--- config.mk ---
export PLATFORM = sky130hd
export DESIGN_NAME = pipelined_control_unit
export DESIGN_NICKNAME = d
export VERILOG_FILES = /design/src/rtl/pipelined_control_unit.sv
export SDC_FILE = /design/constraint.sdc
export NUM_CORES = 1
export LEC_CHECK = 0
export ABC_AREA = 1
export CAP_MARGIN = 20
export CORE_ASPECT_RATIO = 2
export CORE_MARGIN = 5
export CORE_UTILIZATION = 38
export CTS_CLUSTER_DIAMETER = 80
export CTS_CLUSTER_SIZE = 25
export DETAILED_ROUTE_END_ITERATION = 10
export PLACE_DENSITY_LB_ADDON = 0.3
export SLEW_MARGIN = 20
export SYNTH_ARGS = -nofsm -noshare
export SYNTH_HDL_FRONTEND = slang
export SYNTH_SLANG_ARGS = --single-unit
--- constraint.sdc ---
create_clock -name clk -period 1.4 [get_ports clk]
set_clock_uncertainty 0.15 [all_clocks]
set_input_delay 0.42 -clock clk [delete_from_list [all_inputs] [get_ports clk]]
set_output_delay 0.42 -clock clk [all_outputs]
set_load 0.02 [all_outputs]
--- src/rtl/pipelined_control_unit.sv ---
// Pipelined control unit: decodes {op, inst, immin} in ID and carries the control bundle through EX/MEM/WB.
// Latency: EX outputs +1 cycle after ID, MEM +2, WB +3; stall/flush/redirect are combinational from EX regs and ID inputs.
// Backpressure: load-use raises stall (IF/ID held, EX bubble); a taken branch raises redirect+flush (ID killed, EX bubble).
// Optional build macro CU_PERF_CNT_EN adds saturating stall_cnt/flush_cnt event counters.
module pipelined_control_unit #(
    parameter int RA_W         = 4,
    parameter int ZERO_REG_HAZ = 0
) (
    input  logic            clk,
    input  logic            rst,
    input  logic            id_valid,
    input  logic [1:0]      id_op,
    input  logic [1:0]      id_inst,
    input  logic            id_immin,
    input  logic [RA_W-1:0] id_rd,
    input  logic [RA_W-1:0] id_rs1,
    input  logic [RA_W-1:0] id_rs2,
    input  logic            ex_cond_true,
    output logic            stall,
    output logic            flush,
    output logic            redirect,
    output logic            ex_valid,
    output logic [2:0]      ex_alu_op,
    output logic [1:0]      ex_ext_sel,
    output logic [1:0]      ex_jmp_f,
    output logic            ex_wpc,
    output logic            mem_valid,
    output logic            mem_wmem,
    output logic            mem_rmem,
    output logic            wb_valid,
    output logic            wb_wreg,
    output logic [RA_W-1:0] wb_rd
`ifdef CU_PERF_CNT_EN
    ,
    output logic [15:0]     stall_cnt,
    output logic [15:0]     flush_cnt
`endif
);

    // ---------------- ID decode results ----------------
    logic            dec_wmem;
    logic            dec_rmem;
    logic            dec_wreg;
    logic            dec_wpc;
    logic [1:0]      dec_jmp_f;
    logic [2:0]      dec_alu_op;
    logic [1:0]      dec_ext_sel;

    // ---------------- hazard / redirect ----------------
    logic            rs1_hit;
    logic            rs2_hit;
    logic            load_use;
    logic            redirect_c;
    logic            id_live;

    // ---------------- EX stage registers ----------------
    logic            ex_valid_d,   ex_valid_q;
    logic [2:0]      ex_alu_op_d,  ex_alu_op_q;
    logic [1:0]      ex_ext_sel_d, ex_ext_sel_q;
    logic [1:0]      ex_jmp_f_d,   ex_jmp_f_q;
    logic            ex_wpc_d,     ex_wpc_q;
    logic            ex_wmem_d,    ex_wmem_q;
    logic            ex_rmem_d,    ex_rmem_q;
    logic            ex_wreg_d,    ex_wreg_q;
    logic [RA_W-1:0] ex_rd_d,      ex_rd_q;

    // ---------------- MEM stage registers ----------------
    logic            mem_valid_d,  mem_valid_q;
    logic            mem_wmem_d,   mem_wmem_q;
    logic            mem_rmem_d,   mem_rmem_q;
    logic            mem_wreg_d,   mem_wreg_q;
    logic [RA_W-1:0] mem_rd_d,     mem_rd_q;

    // ---------------- WB stage registers ----------------
    logic            wb_valid_d,   wb_valid_q;
    logic            wb_wreg_d,    wb_wreg_q;
    logic [RA_W-1:0] wb_rd_d,      wb_rd_q;

    // Decode the instruction sitting in IF/ID; op==01 falls through every enable term as a NOP.
    always_comb begin
        dec_wmem    = (id_op == 2'b10) && (id_inst == 2'b00) && !id_immin;
        dec_rmem    = (id_op == 2'b10) && (id_inst == 2'b01) && !id_immin;
        dec_wreg    = (id_op == 2'b11) || ((id_op == 2'b10) && (id_inst != 2'b11));
        dec_wpc     = (id_op == 2'b00) && id_immin;
        dec_jmp_f   = id_inst;
        dec_alu_op  = (id_op == 2'b11) ? {id_inst, id_immin} : 3'b000;
        dec_ext_sel = 2'b00;
        case (id_op)
            2'b00:   dec_ext_sel = 2'b10;
            2'b01:   dec_ext_sel = 2'b11;
            2'b10:   dec_ext_sel = 2'b01;
            default: dec_ext_sel = 2'b00;
        endcase
    end

    // Load-use detection against the load in EX, then branch redirect which takes priority over the stall.
    always_comb begin
        // Both sources compared whatever the opcode; register 0 is exempt unless ZERO_REG_HAZ is set.
        rs1_hit    = (ex_rd_q == id_rs1) && ((ZERO_REG_HAZ != 0) || (id_rs1 != '0));
        rs2_hit    = (ex_rd_q == id_rs2) && ((ZERO_REG_HAZ != 0) || (id_rs2 != '0));
        load_use   = id_valid && ex_valid_q && ex_rmem_q && (rs1_hit || rs2_hit);
        redirect_c = ex_valid_q && ex_wpc_q && ex_cond_true;
        // The ID instruction enters EX only when neither a redirect kills it nor a stall holds it back.
        id_live    = id_valid && !redirect_c && !load_use;
    end

    // Next-state for the stage registers; every enable is qualified by the valid of the slot it came from.
    always_comb begin
        ex_valid_d   = id_live;
        ex_alu_op_d  = id_live ? dec_alu_op  : 3'b000;
        ex_ext_sel_d = id_live ? dec_ext_sel : 2'b00;
        ex_jmp_f_d   = id_live ? dec_jmp_f   : 2'b00;
        ex_wpc_d     = id_live && dec_wpc;
        ex_wmem_d    = id_live && dec_wmem;
        ex_rmem_d    = id_live && dec_rmem;
        ex_wreg_d    = id_live && dec_wreg;
        ex_rd_d      = id_live ? id_rd : '0;

        // MEM and WB always advance; a stall only holds IF/ID.
        mem_valid_d  = ex_valid_q;
        mem_wmem_d   = ex_valid_q && ex_wmem_q;
        mem_rmem_d   = ex_valid_q && ex_rmem_q;
        mem_wreg_d   = ex_valid_q && ex_wreg_q;
        mem_rd_d     = ex_rd_q;

        wb_valid_d   = mem_valid_q;
        wb_wreg_d    = mem_valid_q && mem_wreg_q;
        wb_rd_d      = mem_rd_q;
    end

    // Stage registers; synchronous reset drops every in-flight instruction.
    always_ff @(posedge clk) begin
        if (rst) begin
            ex_valid_q   <= 1'b0;
            ex_alu_op_q  <= 3'b000;
            ex_ext_sel_q <= 2'b00;
            ex_jmp_f_q   <= 2'b00;
            ex_wpc_q     <= 1'b0;
            ex_wmem_q    <= 1'b0;
            ex_rmem_q    <= 1'b0;
            ex_wreg_q    <= 1'b0;
            ex_rd_q      <= '0;
            mem_valid_q  <= 1'b0;
            mem_wmem_q   <= 1'b0;
            mem_rmem_q   <= 1'b0;
            mem_wreg_q   <= 1'b0;
            mem_rd_q     <= '0;
            wb_valid_q   <= 1'b0;
            wb_wreg_q    <= 1'b0;
            wb_rd_q      <= '0;
        end else begin
            ex_valid_q   <= ex_valid_d;
            ex_alu_op_q  <= ex_alu_op_d;
            ex_ext_sel_q <= ex_ext_sel_d;
            ex_jmp_f_q   <= ex_jmp_f_d;
            ex_wpc_q     <= ex_wpc_d;
            ex_wmem_q    <= ex_wmem_d;
            ex_rmem_q    <= ex_rmem_d;
            ex_wreg_q    <= ex_wreg_d;
            ex_rd_q      <= ex_rd_d;
            mem_valid_q  <= mem_valid_d;
            mem_wmem_q   <= mem_wmem_d;
            mem_rmem_q   <= mem_rmem_d;
            mem_wreg_q   <= mem_wreg_d;
            mem_rd_q     <= mem_rd_d;
            wb_valid_q   <= wb_valid_d;
            wb_wreg_q    <= wb_wreg_d;
            wb_rd_q      <= wb_rd_d;
        end
    end

    assign stall      = load_use && !redirect_c;
    assign flush      = redirect_c;
    assign redirect   = redirect_c;
    assign ex_valid   = ex_valid_q;
    assign ex_alu_op  = ex_alu_op_q;
    assign ex_ext_sel = ex_ext_sel_q;
    assign ex_jmp_f   = ex_jmp_f_q;
    assign ex_wpc     = ex_wpc_q;
    assign mem_valid  = mem_valid_q;
    assign mem_wmem   = mem_wmem_q;
    assign mem_rmem   = mem_rmem_q;
    assign wb_valid   = wb_valid_q;
    assign wb_wreg    = wb_wreg_q;
    assign wb_rd      = wb_rd_q;

`ifdef CU_PERF_CNT_EN
    logic [15:0] stall_cnt_d, stall_cnt_q;
    logic [15:0] flush_cnt_d, flush_cnt_q;

    // Saturating event counters; they stick at all-ones rather than wrapping.
    always_comb begin
        stall_cnt_d = stall_cnt_q;
        flush_cnt_d = flush_cnt_q;
        if (stall && (stall_cnt_q != 16'hFFFF)) stall_cnt_d = stall_cnt_q + 16'd1;
        if (flush && (flush_cnt_q != 16'hFFFF)) flush_cnt_d = flush_cnt_q + 16'd1;
    end

    // Counter registers with synchronous clear.
    always_ff @(posedge clk) begin
        if (rst) begin
            stall_cnt_q <= 16'd0;
            flush_cnt_q <= 16'd0;
        end else begin
            stall_cnt_q <= stall_cnt_d;
            flush_cnt_q <= flush_cnt_d;
        end
    end

    assign stall_cnt = stall_cnt_q;
    assign flush_cnt = flush_cnt_q;
`endif

endmodule

* Word level (Yosys, flattened, before mapping)
Index checks and enable logic that the tools add are counted.
Widths: inputs -> output; s select.
** Word-level totals
- Register bits :: 30
- Bits in latches :: 0
- Memory bits (writable) :: 0
- Memory bits (read-only) :: 0
- Input port bits :: 21
- Output and inout port bits :: 21
- Word-level logic and storage cells :: 62
- Memories :: 0
** Operators by class
- Add/sub/neg operators :: 0
- Multiply operators :: 0
- Divide/modulo/power cells :: 0
- Order comparisons :: 0
- Equal/unequal tests :: 7
- Shift-type cells :: 0
- Muxes and demuxes :: 1
- Bitwise gates (word level) :: 2
- Reduce and logical (&&, ||, !) cells :: 35
** Operator list (count)
- $logic_and 1x1->1 :: 24
- $eq 4x4->1 :: 2
- $reduce_bool 4->1 :: 2
- $pmux 2 s3 :: 1
- $eq 2x1->1 const B :: 2
- $eq 2x2->1 const B :: 2
- $logic_not 2->1 :: 2
- $logic_not 1->1 :: 3
- $reduce_or 3->1 :: 1
- $logic_or 1x1->1 :: 2
- $ne 2x2->1 const B :: 1
- $not 1->1 :: 2
- $reduce_or 2->1 :: 1

* Longest topological paths before layout
Gate-level depths: netlist of the first run.
- Depth in word-level cells :: 8
- Mapped depth :: 10
- Mapped depth without buffers :: 9

* Worst setup path before layout of the first run
No wires, ideal clock.
- Kind :: input port to output port
- Start point :: input id_rs2[2]
- End point :: output stall
- Arrival :: 1.125 ns
- Slack :: -0.295 ns
- Stages on the path :: 8
- Buffers on the path :: 0
- Cells stage by stage :: inv_1 > nand2_1 > nand2_1 > nor2_1 > nand3_1 > nand2_1 > nand2_2 > nor2_1
** Between the ends
- Longest elaborated chain between the ends :: 5
- Elaborated cells between the ends (all ways) :: 6
** RTL lines
- from (decl) :: line 17 : input logic [RA_W-1:0] id_rs2,
- $eq 4x4->1 / $reduce_bool 4->1 (equally long branches) :: line 100 : rs2_hit = (ex_rd_q == id_rs2) && ((ZERO_REG_HAZ != 0) || (id_rs2 != '0));
- $logic_and 1x1->1 * :: line 100
- $logic_or 1x1->1 * :: line 101 : load_use = id_valid && ex_valid_q && ex_rmem_q && (rs1_hit || rs2_hit);
- $logic_and 1x1->1 * :: line 101
- $logic_and 1x1->1 * :: line 172 : assign stall = load_use && !redirect_c;
- to (decl) :: line 19 : output logic stall,
Every way passes the cells marked *; elsewhere a longest branch is shown, timed or not.

* Final worst setup path of the first run
- Start point :: register ex_rd_q[0]
- End point :: output stall
** Between the ends
- Longest elaborated chain between the ends :: 5
- Elaborated cells between the ends (all ways) :: 7
** RTL lines
- from (decl) :: line 65 : logic [RA_W-1:0] ex_rd_d, ex_rd_q;
- from (signal assigned) :: line 160 : ex_rd_q <= ex_rd_d;
- $eq 4x4->1, on equally long branches :: line 99, 100
- $logic_and 1x1->1, on equally long branches :: line 99, 100
- $logic_or 1x1->1 * :: line 101
- $logic_and 1x1->1 * :: line 101
- $logic_and 1x1->1 * :: line 172
Marked as above.

==> results of run 1 <==
power by group:
group	internal, mW	switching (mW)
logic	0.111	0.114
registers	0.874	0.0118
clock network	0.341	0.272
through the flow:
stage	cells	utilization	setup TNS, ns
after floorplan	150	-	-0.1568
after CTS	245	0.6145	-1.424
final	242	0.6127	-0.9705
after detailed placement	227	0.5727	-16.51
after global routing	242	0.6127	-3.307
after global placement	227	0.5727	-16.16
flip-flops by register name (all words and copies together), names as in the netlist, 2 cells and up:
register and cells:
ex_ext_sel 2, ex_alu_op 3, ex_jmp_f 2, ex_rd_q 4
mem_rd_q 4, wb_rd 4
synth_stat cells:
cell / count
nor2_1: 36
inv_1: 31
dfxtp_1: 30
nand2_1: 29
nand3_1: 7
ha_1: 4
inv_2: 2
nand2_2: 2
nand4_1: 2
a21oi_1: 1
buf_4: 1
buf_6: 1
clkbuf_1: 1
nand3b_1: 1
nor3_1: 1
o21bai_1: 1
how the worst min path moves through the flow:
stage,slack [ns],to,cells after the start,start
global placement,0.24,wb_rd[1]$_SDFF_PP0_,2,mem_rd_q[1]$_SDFF_PP0_
detailed placement,0.25,wb_wreg$_SDFF_PP0_,2,mem_wreg_q$_SDFF_PP0_
finish,0.26,wb_rd[0]$_SDFF_PP0_,2,mem_rd_q[0]$_SDFF_PP0_
CTS,0.26,wb_rd[3]$_SDFF_PP0_,2,mem_rd_q[3]$_SDFF_PP0_
floorplan,0.24,wb_rd[0]$_SDFF_PP0_,2,mem_rd_q[0]$_SDFF_PP0_
global route,0.28,wb_rd[2]$_SDFF_PP0_,2,mem_rd_q[2]$_SDFF_PP0_
per-layer routing:
layer  track usage  up-vias  share of wire
li1              -      560              -
met1        0.1223      485           0.35
met2        0.2738       35           0.56
met3       0.04631       11          0.058
met4       0.07598        0          0.036
met5             0        -              0
timing repair:
action | 4_1_cts | 5_1_grt
setup buffers | 11 | 6
gates resized for setup | 131 | 12
pin swaps | 9 | 3
endpoints found under the setup margin | 37 | 24
gates cloned | 1 | 0
critical path, cell delays in order (launching register included):
cell     delay [ns]
dfxtp_4        0.39
inv_2          0.04
nand2_1        0.05
nand2_1        0.06
nor2_2         0.07
nand3_1        0.06
nand2_1        0.09
nand2_2        0.08
nor2_4         0.08
buf_6          0.11
logic make-up after synthesis:
kind of cell	after synthesis	synth area share
flops	30	0.5333
fa+ha+maj	4	0.04445
buf+inv	36	0.1300
simple gates	78	0.2811
compound gates	2	0.01111
final cells by class:
type                       instances  area (um2)
clock buffer                       7       76.32
fill                             267        1126
inverter                          33       136.4
multi-input combinational         85       464.2
sequential                        30       615.6
tap                               30       37.54
timing repair buffer              57       451.7
==> metrics.md, run 1 <==
| Metric | Value |
|---|---|
| Status | finished, violations left |
| Violated checks | setup timing |
| Final setup viols | 19 |
| Area growth syn-to-layout | 58.22% |
| R2R Path End | ex_jmp_f[0]$_SDFF_PP0_ |
| Clk Latency, worst-skew pair | 0.27 ns |
| Port buffer count | 41 |
| Crit path from | ex_rd_q[0]$_SDFF_PP0_ |
| CTS Root Cell | clkbuf_8 |
| Routed Antenna Nets | 0 |
| Hold-fix buffers, CTS | 0 |
| Worst setup path end | stall |
| Final hold violation count | 0 |
| Slew HR | 0.8701 |
| Period utilization | 1.340 |
| Die ar. | 4218 um2 |
| First-pass GRT wire length | 4.774 mm |
| Detailed Route WL | 2.561 mm |
| CP Max Fanout | 4 |
| Max Clk Rate | 0.5332 GHz |
| Critical Path End Type | output pin |
| Worst Path Required | 0.83 ns |
| Num CTS Buffers | 5 |
| RSZ-0062 raised after global routing | true |
| Min Hold Slack | 0.2574 ns |
| Clk sink count | 30 |
| CTS HTree Levels | 2 |
| Routed wire per std cell | approximately 11 um |
| RR Startpoint | ex_rd_q[0]$_SDFF_PP0_ |
| CTS tree | built |
| Max-slew violations | 0 |
| Leakage power | 0.9136 nW |
| Layout cells sized above 1 | 0.3679 |
| Synth top area share | 0.5333 |
| Post-Place Worst Slack | -1.377 ns |
| Worst reg2reg setup slack | -0.02 ns |
| Sequential area share after synthesis | 0.5333 |
| Largest net degree at the start of global routing | 15 |
| Post-Syn Nets | 175 |
| PwrDens | ~970 nW/um2 |
| Minimum clock period | approximately 1.9 ns |
| Layout Nets | ~240 |
| Initial antenna violation count | 0 |
| Post-synth top area cell | dfxtp_1 |
| GR Overflow Total | 0 |
| Ports | 42 |
| DR iter-0 viols | 8 |
| Vias per inst | 4.508 |
| Die height | 86.99 um |
| CORE AREA | between 2000 and 3000 um2 |
| #FFs+latches synth | 30 |
| Top post-synthesis cells by area | dfxtp_1 (53%), nor2_1 (12%), inv_1 (10%) |
| Clock Path Buffers | 2 |
| Worst-path clk slew | 0.06 ns |
| Critical Path Source Type | flip-flop |
| Count of max-cap constraint violations | 0 |
| DR vias | about 1,100 |
| Row cnt | 28 |
| Tot Pwr | 1.722 mW |
| Post-Syn Area | 1126 um2 |
| Vias in the first global route | between 1,000 and 1,500 |
| Worst Path Arrival | between 1 and 1.5 ns |
| GPL Wtd Cong | 0.7926 |
| Commonest non-fill, non-tap cell in the layout | nor2_1 |
| Distinct cells, synth | 16 |
| Design Area, Final | 1782 um2 |
| Most frequent cells in the layout | nor2_1 (31), nand2_1 (26), dfxtp_1 (24), inv_1 (21), buf_2 (19) |
| Mapped Avg Cell Area | around 7.5 um2 |
| DP Wirelength | 1.929 mm |
| Syn Inst Count | 150 |
| Initial Util | 0.3873 |
| Drt drc | 0 |
| PnR worst setup slack | -0.4754 ns |
| Hold Crit Class | reg -> reg |
| Synth warn | 0 |
| Die width | 48.49 um |
| Peak supply drop | 0.7998 mV |
| Worst slew pin tran | 0.1946 ns |
| Drt first pass iters | 3 |
| Crit path kind | reg -> out |
| Dpl cell area | between 1500 and 2000 um2 |
| GRT Total Usage | 0.1415 |
| Reg2reg path depth | 10 |
| Antenna diode count | 0 |
Power figures use the tool's default switching activity.
==> inputs of run 2 (changes only) <==
--- a/config.mk
+++ b/config.mk
@@ -10,7 +10,6 @@
 export CORE_ASPECT_RATIO = 2
 export CORE_MARGIN = 5
 export CORE_UTILIZATION = 38
-export CTS_CLUSTER_DIAMETER = 80
 export CTS_CLUSTER_SIZE = 25
 export DETAILED_ROUTE_END_ITERATION = 10
 export PLACE_DENSITY_LB_ADDON = 0.3
==> results of run 2 <==
No change in the layout: final DEF, timing and power equal those of run 1.
